$ cat config.mk
export PLATFORM = sky130hd
export DESIGN_NAME = router_pkt_tx
export DESIGN_NICKNAME = d
export VERILOG_FILES = /design/src/rtl/router_pkt_tx.sv
export SDC_FILE = /design/constraint.sdc
export NUM_CORES = 1
export LEC_CHECK = 0
export CORE_MARGIN = 1.5
export CORE_UTILIZATION = 56
export CTS_BUF_LIST = sky130_fd_sc_hd__clkbuf_16
export DETAILED_ROUTE_END_ITERATION = 8
export PLACE_DENSITY = 0.75
export SYNTH_ARGS = -nofsm -noshare
export SYNTH_HDL_FRONTEND = slang
export SYNTH_SLANG_ARGS = --single-unit
$ cat constraint.sdc
create_clock -name clock -period 2.2 [get_ports clock]
set_input_delay 0.66 -clock clock [delete_from_list [all_inputs] [get_ports clock]]
set_output_delay 0.66 -clock clock [all_outputs]
set_load 0.01 [all_outputs]
$ cat src/rtl/router_pkt_tx.sv
// Packet source for the 1x3 router: buffers host payload bytes, then emits
// header {len, addr}, payload (pkt_valid high) and an even-parity byte under busy back-pressure.
module router_pkt_tx #(
    parameter int unsigned MAX_LEN    = 63,
    parameter int unsigned GAP_CYCLES = 2
) (
    input  logic       clock,
    input  logic       resetn,
    input  logic       wr_en,
    input  logic [7:0] wr_data,
    input  logic       tx_start,
    input  logic [1:0] tx_addr,
    input  logic       busy,
    output logic [7:0] data_out,
    output logic       pkt_valid,
    output logic       tx_busy,
    output logic       tx_done,
    output logic       tx_reject,
    output logic       wr_drop,
    output logic [5:0] buf_count
);

    localparam logic [2:0] IDLE    = 3'd0;
    localparam logic [2:0] HEADER  = 3'd1;
    localparam logic [2:0] PAYLOAD = 3'd2;
    localparam logic [2:0] PARITY  = 3'd3;
    localparam logic [2:0] GAP     = 3'd4;

    localparam int unsigned GapW = (GAP_CYCLES > 1) ? $clog2(GAP_CYCLES) : 1;
    localparam logic [GapW-1:0] GapLast = GapW'(GAP_CYCLES - 1);
    localparam logic [5:0] MaxCount = 6'(MAX_LEN);

    logic [7:0] mem [MAX_LEN];

    logic [2:0]      state_q, state_d;
    logic [7:0]      data_q, data_d;
    logic            valid_q, valid_d;
    logic            done_q, done_d;
    logic            reject_q, reject_d;
    logic            drop_q, drop_d;
    logic [5:0]      count_q, count_d;
    logic [5:0]      rd_q, rd_d;
    logic [7:0]      parity_q, parity_d;
    logic [GapW-1:0] gap_q, gap_d;
    logic            mem_we;
    logic [5:0]      cnt_eff;

    always_comb begin
        state_d  = state_q;
        data_d   = data_q;
        valid_d  = valid_q;
        done_d   = 1'b0;
        reject_d = 1'b0;
        drop_d   = 1'b0;
        count_d  = count_q;
        rd_d     = rd_q;
        parity_d = parity_q;
        gap_d    = gap_q;
        mem_we   = 1'b0;
        cnt_eff  = count_q;

        if (state_q != IDLE && wr_en) begin
            drop_d = 1'b1;
        end

        case (state_q)
            IDLE: begin
                if (wr_en) begin
                    if (count_q < MaxCount) begin
                        mem_we  = 1'b1;
                        count_d = count_q + 6'd1;
                        cnt_eff = count_q + 6'd1;
                    end else begin
                        drop_d = 1'b1;
                    end
                end
                // A same-cycle write counts toward the header length.
                if (tx_start) begin
                    if (cnt_eff == 6'd0 || tx_addr == 2'd3) begin
                        reject_d = 1'b1;
                    end else begin
                        state_d  = HEADER;
                        data_d   = {cnt_eff, tx_addr};
                        valid_d  = 1'b1;
                        parity_d = 8'h00;
                        rd_d     = 6'd0;
                    end
                end
            end
            HEADER: begin
                if (!busy) begin
                    parity_d = parity_q ^ data_q;
                    data_d   = mem[0];
                    rd_d     = 6'd1;
                    state_d  = PAYLOAD;
                end
            end
            PAYLOAD: begin
                if (!busy) begin
                    parity_d = parity_q ^ data_q;
                    if (rd_q == count_q) begin
                        data_d  = parity_q ^ data_q;
                        valid_d = 1'b0;
                        state_d = PARITY;
                    end else begin
                        data_d = mem[rd_q];
                        rd_d   = rd_q + 6'd1;
                    end
                end
            end
            PARITY: begin
                if (!busy) begin
                    done_d  = 1'b1;
                    data_d  = 8'h00;
                    valid_d = 1'b0;
                    count_d = 6'd0;
                    rd_d    = 6'd0;
                    gap_d   = '0;
                    state_d = GAP;
                end
            end
            GAP: begin
                if (gap_q == GapLast) begin
                    state_d = IDLE;
                end else begin
                    gap_d = gap_q + 1'b1;
                end
            end
            default: state_d = IDLE;
        endcase
    end

    always_ff @(posedge clock) begin
        if (!resetn) begin
            state_q  <= IDLE;
            data_q   <= 8'h00;
            valid_q  <= 1'b0;
            done_q   <= 1'b0;
            reject_q <= 1'b0;
            drop_q   <= 1'b0;
            count_q  <= 6'd0;
            rd_q     <= 6'd0;
            parity_q <= 8'h00;
            gap_q    <= '0;
        end else begin
            state_q  <= state_d;
            data_q   <= data_d;
            valid_q  <= valid_d;
            done_q   <= done_d;
            reject_q <= reject_d;
            drop_q   <= drop_d;
            count_q  <= count_d;
            rd_q     <= rd_d;
            parity_q <= parity_d;
            gap_q    <= gap_d;
        end
    end

    // Payload RAM is never reset; only entries below buf_count are ever read.
    always_ff @(posedge clock) begin
        if (mem_we && resetn) begin
            mem[count_q] <= wr_data;
        end
    end

    assign data_out  = data_q;
    assign pkt_valid = valid_q;
    assign tx_busy   = (state_q != IDLE);
    assign tx_done   = done_q;
    assign tx_reject = reject_q;
    assign wr_drop   = drop_q;
    assign buf_count = count_q;

endmodule

# Yosys cells after proc, flatten, opt, wreduce, memory -nomap -nowiden
# Memories as Yosys holds them, arrays and structs flattened. A register that Yosys moved wholly into a read port is not among the register bits.
# Index checks and enable logic that the tools add are counted.
totals:
  register_bits: 36
  latchBits: 0
  mem_bits_rw: 504
  romBits: 0
  inputBits: 15
  out_inout_bits: 19
  elab_cells: 103
  n_memories: 1
op_classes:
  n_addsub: 3
  multipliers: 0
  n_div: 0
  order_cmp: 1
  n_eq_ne: 15
  shifts: 0
  n_mux: 51
  bitwise_logic: 1
  n_reduce_logical: 21
mem_list:
  columns: ["memory", "depth", "width", "read_ports", "rd_clocked_by_memory_dff", "write_ports", "line", "rtl"]
  rows:
  - ["mem", 63, 8, 2, 1, 1, "33", "logic [7:0] mem [MAX_LEN];"]
op_table:
  columns: ["cell", "n"]
  rows:
  - ["2-to-1 mux 8 bit", 9]
  - ["2-to-1 mux 6 bit", 11]
  - ["case mux 8 bit (4 select lines)", 1]
  - ["case mux 6 bit (4 select lines)", 1]
  - ["2-to-1 mux 3 bit", 7]
  - ["!= test 2 bit, second input constant", 9]
  - ["2-to-1 mux 1 bit", 17]
  - ["case mux 8 bit (2 select lines)", 1]
  - ["case mux 3 bit (5 select lines)", 1]
  - ["AND reduction 7 bit", 2]
  - ["adder 6 x 1 -> 6 bit, second input constant", 2]
  - ["case mux 6 bit (2 select lines)", 1]
  - ["AND reduction 6 bit", 2]
  - ["bitwise XOR 8 bit", 1]
  - ["== test 3 x 2 -> 1 bit, second input constant", 2]
  - ["== test 6 bit", 1]
  - ["logical NOT 6 bit", 1]
  - ["< comparator 6 bit, second input constant", 1]
  - ["AND reduction 2 bit", 3]
  - ["nonzero test 2 bit", 3]
  - ["nonzero test 3 bit", 2]
  - ["AND reduction 4 bit", 1]
  - ["nonzero test 4 bit", 1]
  - ["== test 3 x 1 -> 1 bit, second input constant", 1]
  - ["other kinds (10)", 11]

# Logic depth before layout (Yosys ltp)
# Gate-level depths: netlist (run 1).
logic_depth:
  ltp_word: 11
  ltp_mapped: 11
  depth_no_buf: 7

# Worst setup path before layout (run 1)
# OpenSTA, ideal clock, no wires.
synth_timing:
  path_kind: "input-to-reg"
  from: "input port wr_en"
  to: "memory mem[55][0], enable pin"
  setup_ns: 0.371
  arrival_time_ns: 2.011
  required_ns: 1.829
  setup_slack_ns: -0.181
  path_stages: 6
  n_path_buf: 1
  path_cell_list: "buf_2 > o21ai_1 > nor2_1 > and3_1 > nand3_1 > nor2_1"
synth_between:
  elab_chain_cells: 5
synth_rtl:
  columns: ["element", "line", "rtl"]
  rows:
  - ["start, declared", "9", "input logic wr_en,"]
  - ["2-to-1 mux 1 bit", "68", "if (wr_en) begin"]
  - ["2-to-1 mux 1 bit", "66", "case (state_q)"]
  - ["logical AND 1 bit", "161", "if (mem_we && resetn) begin"]
  - ["2-to-1 mux 1 bit", "161", null]
  - ["2-to-1 mux 1 bit (implied by the code)", "162", "mem[count_q] <= wr_data;"]
  - ["end, declared", "33", null]
# No other way between the ends.

==> key figures, run 1 <==
Synth
  – Gate Count Post-Synth: 1354
  – Seq/Total Area, Yosys: 0.7062
  – Post-synth EDFFs: 504
  – Flops & latches, synth: 546
  – Warnings, synthesis: 0
  – Synthesized area per cell: 16.71 um^2
  – Post-Synth Simple-Gate Area: 0.05625
  – Adder-cell share of the synthesized area: 0.001106
  – Post-synthesis net count: 1371
  – Ys flop type: edfxtp_1
  – Yosys cell types: 87
  – Async SR Flop Fraction: 0
  – Post-synthesis mux area share: 0.1214
  – Compound-Gate Fraction of Synth Area: 0.07876
  – Main combinational cell family by area after synthesis: multiplexers
  – Synth Area in XOR/XNOR: 0.006913
  – Mapped cell area: 22620 um^2

Routing
  – Post-route ant nets: 0
  – Vias: 13788
  – TritonRoute pass-1 iters: 5
  – Avg WL per Cell: 27.36 um
  – Routed WL: 59.08 mm
  – Vias per cell: 6.386
  – Starting DRT DRC Count: 1704
  – DRC Markers: 0

Timing
  – Slew Limit Fails: 0
  – Count of final hold-check violations: 0
  – Number of setup violations in the final report: 8
  – Tcrit/Tclk final: 1.038
  – Worst Tran Pin Value: 0.6801 ns
  – Final worst setup slack: -0.08372 ns
  – Fmax: 437.9 MHz
  – Worst Skew: 0.01756 ns
  – Minimum clock period: 2.284 ns
  – Slew HR: 0.5466
  – RSZ-0062 raised after global routing: true

Setup path
  – Setup crit start kind: flip-flop
  – CP Max Fanout: 7
  – Worst path top cell family by delay: compound AO/OA/AOI/OAI gates
  – Cells along the critical path: buf_12, buf_16, buf_12, mux2i_2, a22oi_2, a21oi_2, nor4_2, buf_4, a2111oi_4, nor3_2
  – Buf+Inv Stages, Crit Path: 4
  – Most used cell, CP: buf_12
  – Crit. End Element: flip-flop
  – Critical path type: flip-flop to flip-flop
  – Slowest cell on the critical path: dfxtp_4
  – CP Data Required Time: 2.66 ns
  – Slowest stage delay, CP: 0.46 ns
  – Critical path arrival: 2.74 ns

Placed design
  – Port Buffers: 33
  – Setup WS pre-CTS: -0.5859 ns
  – DP HPWL: 36.71 mm
  – GP Congestion: 0.9191

Clocking
  – Cts bufs inserted: 53
  – Hold buffer count at CTS: 0
  – Sink Count: 546
  – CTS tree: done
  – Clock root buffer: clkbuf_16
  – CTS clk-pin slew, worst paths: 0.07 ns
  – H-tree depth: 2
  – Clock Latency Late Sink: 0.59 ns
  – Clock Tree Buf Depth: 3

GRT
  – Largest net degree at the start of global routing: 64
  – First-pass GRT wire length: 87.24 mm
  – Gr usage total: 0.2851
  – Vias in the first global route: 13813
  – Remaining Overflow, GRT: 0
  – Antenna violations before repair: 0

Outcome
  – Violated checks: negative setup slack
  – Outcome: finished, violations left

Pwr
  – Reg power frac: 0.451
  – Int Power: 19.11 mW
  – Sw Ratio: 0.2613
  – Pwr/cell area: 910.6 nW/um^2
  – Clock share of power: 0.352
  – Peak VDD IR: 0.4843 mV
  – Switching power: 6.759 mW
  – Comb pwr share: 0.197
  – Leak: 9.087 nW

Floorplan
  – Die Area: 41610 um^2
  – Std cell rows: 73
  – Core area: 39820 um^2
  – Io pins: 34
  – Die height: 204.0 um
  – Width of the die: 204.0 um
  – Initial Utilization: 0.5681

Final layout
  – N_diodes: 0
  – Layout cell share with drive strength beyond 1: 0.3654
  – # nets final: 1612
  – Filler cells: 2340
  – Core Util, Final: 0.7135
  – Area grow syn2layout: 25.59%

Hold path
  – Hold Crit Class: flip-flop to flip-flop

Job
  – MaxCap Viol Count: 0
cells in the final DEF (no fill, tap or decap), drive strengths merged, types with 9 or more instances in the layout:
master         instances
xor2                   9
dfxtp                 42
buf                  233
nor3                  15
nand3                 25
clkdlybuf4s50         10
o22ai                  9
a211oi                12
clkinv                20
mux2i                148
nand2b                16
nor2                  96
a22oi                 64
nand2                 37
o211ai                16
clkbuf                61
a21oi                 64
o21a                   9
a31oi                 16
o21ai                 20
edfxtp               504
mux4                  55
inv                   20
routing by layer:
layer | routed length [um] | vias up | GRT usage
li1 | - | 5923 | -
met1 | 23300 | 6983 | 0.4071
met2 | 28870 | 778 | 0.4553
met3 | 5515 | 104 | 0.04480
met4 | 1395 | 0 | 0.09007
met5 | 0 | - | 0
cell usage after synthesis, types with 10 or more instances:
cell type	instances	area [um^2]
a211oi_1	11	82.58
o21ai_0	13	65.06
o211ai_1	15	112.6
buf_2	17	85.08
dfxtp_1	42	840.8
buf_4	11	82.58
a21oi_1	63	315.3
a22oi_1	64	480.5
mux4_2	55	1239
edfxtp_1	504	15130
mux2i_1	147	1471
nor3_1	10	50.05
a31oi_1	16	100.1
nand3_1	23	115.1
nand2_1	36	135.1
nor2_1	95	356.6
clkbuf_1	16	60.06
nand2b_1	16	100.1
buf_6	15	168.9
flip-flops by register name, summed over array words and instances (netlist names), 3 cells and up, named ones only:
signal     flops
buf_count      6
data_out       8
mem          504
parity_q       8
rd_q           6
state_q        3
layout make-up:
type | count | area (um^2) | area share
sequential | 546 | 16010 | 0.5635
multi-input combinational | 722 | 7221 | 0.2541
timing repair buffer | 263 | 2754 | 0.09693
clock buffer | 55 | 1376 | 0.04844
tap | 525 | 656.9 | 0.02312
clock inverter | 39 | 360.3 | 0.01268
inverter | 9 | 33.78 | 0.001189
per-stage QoR:
| stage | cells | TNS [ns] | hold slack [ns] | area [um^2] | total power [mW] |
|---|---|---|---|---|---|
| finish | 2159 | -0.4384 | 0.5096 | 28410 | 25.87 |
| global route | 2159 | -0.8648 | 0.5184 | 28410 | 26.58 |
| CTS | 2139 | -0.4003 | 0.5025 | 27770 | 25.46 |
| detailed placement | 2036 | -245.55 | 0.4944 | 25480 | 16.19 |
| global placement | 2036 | -236.75 | 0.4900 | 25480 | 16.12 |
| floorplan | 1354 | -3.540 | 0.4692 | 23220 | 14.43 |
worst reg2reg max path: stages (launching register included):
cell and delay (ns):
dfxtp_4 0.46, buf_12 0.18, buf_16 0.15, buf_12 0.15, mux2i_2 0.24, a22oi_2 0.13
a21oi_2 0.24, nor4_2 0.09, buf_4 0.15, a2111oi_4 0.32, nor3_2 0.07
cells by family (layout without fill, tap and decap cells):
logic type | count (synthesis) | in the layout
AND/OR/NAND/NOR | 244 | 244
buffers and inverters | 86 | 366
multiplexers | 205 | 205
AO/OA/AOI/OAI | 254 | 254
XOR/XNOR | 17 | 17
flip-flops | 546 | 546
adder cells (fa/ha/maj) | 2 | 2
path summary, 6_finish.rpt:
path	from	to	slack, ns	cells past startpoint
hold reg to reg	pkt_valid	pkt_valid	0.51	2
setup reg to reg	flip-flop	data_out[2]	-0.08	10
hold / removal	pkt_valid	pkt_valid	0.51	2
setup / recovery	flip-flop	data_out[2]	-0.08	10
power groups by stage:
stage	registers, mW	clock network (mW)	logic [mW]
2_1_floorplan	11.8	0	2.59
3_3_place_gp	11.9	0	4.23
3_5_place_dp	11.9	0	4.29
4_1_cts	11.7	9.15	4.65
5_1_grt	11.7	9.55	5.35
6_report	11.7	9.10	5.09
timing repair:
item / in CTS / in global routing
setup endpoints to repair: 47 / 197
cloned: 3 / 5
pin swaps: 29 / 53
gates resized for setup: 104 / 94
buffers inserted: 9 / 16
Power figures use the tool's default switching activity.
==> run 2, diff against run 1 <==
Settings changed: CORE_UTILIZATION 56 to 45, PLACE_DENSITY 0.75 to default.
==> run 2 against run 1 <==
First-iteration DRC count shrank 22%. The flow still finishes with violations (negative setup slack). Fmax down 1.4%. Sequential power about the same.
==> key figures, run 2 (synthesized netlist as in run 1, its figures left out) <==
Floorplan
  – Std cell rows: 81 (was 73)
  – Core area: 49250 um^2 (was 39820 um^2)
  – Die Area: 51630 um^2 (was 41610 um^2)
  – Initial Utilization: 0.4593 (was 0.5681)
  – Die height: 227.2 um (was 204.0 um)
  – Width of the die: 227.2 um (was 204.0 um)
  – Io pins: 34 (unchanged)

Clocking
  – H-tree depth: 2 (unchanged)
  – Cts bufs inserted: 55 (was 53)
  – Clock root buffer: clkbuf_16 (unchanged)
  – CTS tree: done (unchanged)
  – CTS clk-pin slew, worst paths: 0.07 ns (about the same)
  – Clock Tree Buf Depth: 3 (unchanged)
  – Sink Count: 546 (unchanged)
  – Clock Latency Late Sink: 0.60 ns (was 0.59 ns)

Placed design
  – DP HPWL: 37.08 mm (was 36.71 mm)
  – Port Buffers: 33 (unchanged)
  – Cell Area, Placed: 26140 um^2 (was 25480 um^2)
  – GP Congestion: 0.8547 (was 0.9191)

Pwr
  – Pwr Total: 25.98 mW (was 25.87 mW)
  – Leak: 9.426 nW (was 9.087 nW)
  – Switching power: 6.788 mW (was 6.759 mW)
  – Int Power: 19.19 mW (was 19.11 mW)
  – Sw Ratio: 0.2613 (about the same)
  – Comb pwr share: 0.202 (was 0.197)
  – Pwr/cell area: 882.6 nW/um^2 (was 910.6 nW/um^2)
  – Peak VDD IR: 0.5604 mV (was 0.4843 mV)
  – Reg power frac: 0.450 (was 0.451)
  – Clock share of power: 0.348 (was 0.352)

Final layout
  – Largest register FFs: 504 (unchanged)
  – Final Cell Area: 29430 um^2 (was 28410 um^2)
  – Reg area: 16010 um^2 (about the same)
  – Filler cells: 3671 (was 2340)
  – # nets final: 1671 (was 1612)
  – Layout cell share with drive strength beyond 1: 0.3754 (was 0.3654)
  – Area grow syn2layout: 30.11% (was 25.59%)
  – Most frequent cells in the layout: 504 x edfxtp_1, 181 x buf_4, 138 x mux2i_1 (was 504 x edfxtp_1, 168 x buf_4, 128 x mux2i_1)
  – Top reg by flops: mem (unchanged)
  – Commonest non-fill, non-tap cell in the layout: edfxtp_1 (unchanged)
  – N_diodes: 0 (unchanged)
  – Area of the multi-input gates: 7188 um^2 (was 7221 um^2)

GRT
  – GR peak layer: met2 (unchanged)
  – Grt met1 use: 0.3332 (was 0.4071)
  – Remaining Overflow, GRT: 0 (unchanged)
  – Largest net degree at the start of global routing: 64 (unchanged)
  – First-pass GRT wire length: 84.70 mm (was 87.24 mm)
  – Met3 Use GR: 0.03601 (was 0.04480)
  – Antenna violations before repair: 0 (unchanged)
  – Vias in the first global route: 13202 (was 13813)
  – Gr usage total: 0.2261 (was 0.2851)
  – Met2 Use GR: 0.3419 (was 0.4553)

Timing
  – Slew HR: 0.5200 (was 0.5466)
  – Fmax: 431.9 MHz (was 437.9 MHz)
  – Tcrit/Tclk final: 1.052 (was 1.038)
  – Slew Limit Fails: 0 (unchanged)
  – Worst Tran Pin Value: 0.7200 ns (was 0.6801 ns)
  – Worst Skew: 0.009233 ns (was 0.01756 ns)
  – Minimum clock period: 2.315 ns (was 2.284 ns)
  – Final worst setup slack: -0.1153 ns (was -0.08372 ns)
  – Number of setup violations in the final report: 8 (unchanged)
  – RSZ-0062 raised after global routing: true (unchanged)
  – Count of final hold-check violations: 0 (unchanged)
  – Hold Worst Slack: 0.4843 ns (was 0.5096 ns)

Setup path
  – Crit. End Element: flip-flop (unchanged)
  – Setup crit start kind: flip-flop (unchanged)
  – CP Data Required Time: 2.65 ns (was 2.66 ns)
  – Critical path type: flip-flop to flip-flop (unchanged)
  – Critical path arrival: 2.76 ns (was 2.74 ns)
  – CP Max Fanout: 7 (unchanged)

Outcome
  – Violated checks: negative setup slack (unchanged)
  – Outcome: finished, violations left (unchanged)

Routing
  – Post-route ant nets: 0 (unchanged)
  – Avg WL per Cell: 24.80 um (was 27.36 um)
  – Starting DRT DRC Count: 1331 (was 1704)
  – TritonRoute pass-1 iters: 5 (unchanged)
  – Vias: 13676 (was 13788)
  – Routed WL: 58.56 mm (was 59.08 mm)
  – Vias per cell: 5.792 (was 6.386)
  – DRC Markers: 0 (unchanged)

Job
  – MaxCap Viol Count: 0 (unchanged)

Hold path
  – Hold Crit Class: flip-flop to flip-flop (unchanged)
==> run 2: timing repair <==
| item | CTS | global route |
|---|---|---|
| pin swaps | 21 | 68 |
| cloned | 3 | 5 |
| setup buffers | 15 | 45 |
| resized for setup | 76 | 134 |
| setup endpoints to repair | 232 | 483 |
| hold buffers | 0 | 0 |
==> run 2: path summary, 6_finish.rpt <==
check	startpoint	to	slack [ns]	depth (start not counted)
worst max register to register	flip-flop	data_out[5]	-0.12	6
worst min-delay path	pkt_valid	pkt_valid	0.48	2
worst max-delay path	flip-flop	data_out[5]	-0.12	6
worst min register to register	pkt_valid	pkt_valid	0.48	2
==> run 2: power by group through the flow <==
stage / sequential [mW] / clock (mW) / combinational, mW
after floorplan: 11.8 / 0 / 2.59
after global placement: 11.9 / 0 / 4.27
after detailed placement: 11.9 / 0 / 4.30
after CTS: 11.7 / 9.19 / 4.53
after global routing: 11.7 / 9.59 / 5.56
final: 11.7 / 9.04 / 5.24
==> run 2: area by class of cell <==
class                           instances  area share
Sequential cell                       546      0.5440
Multi-Input combinational cell        722      0.2442
Timing Repair Buffer                  320      0.1229
Clock buffer                           57     0.04846
Tap cell                              664     0.02823
Clock inverter                         43     0.01092
Inverter                                9    0.001233
==> run 2: routing by layer <==
layer  wire (um)  up-vias
met5           0        -
met1       26390     7053
met3        3616       84
met2       27030      479
met4        1533        0
li1            -     6060
==> run 2: critical path: stages (launching register included) <==
cell	delay, ns
dfxtp_4	0.48
buf_8	0.16
buf_12	0.11
mux4_2	0.51
mux2_2	0.31
o211ai_1	0.42
a311oi_1	0.18
==> run 2: per-stage QoR <==
step	TNS [ns]	instances	worst slack [ns]	util
after detailed placement	-285.75	2206	-0.6374	0.5306
after global routing	-1.407	2361	-0.1432	0.5976
after floorplan	-3.540	1354	-0.05664	-
after CTS	-1.105	2321	-0.1683	0.5763
final	-0.4825	2361	-0.1153	0.5976
after global placement	-268.33	2206	-0.5829	0.5306
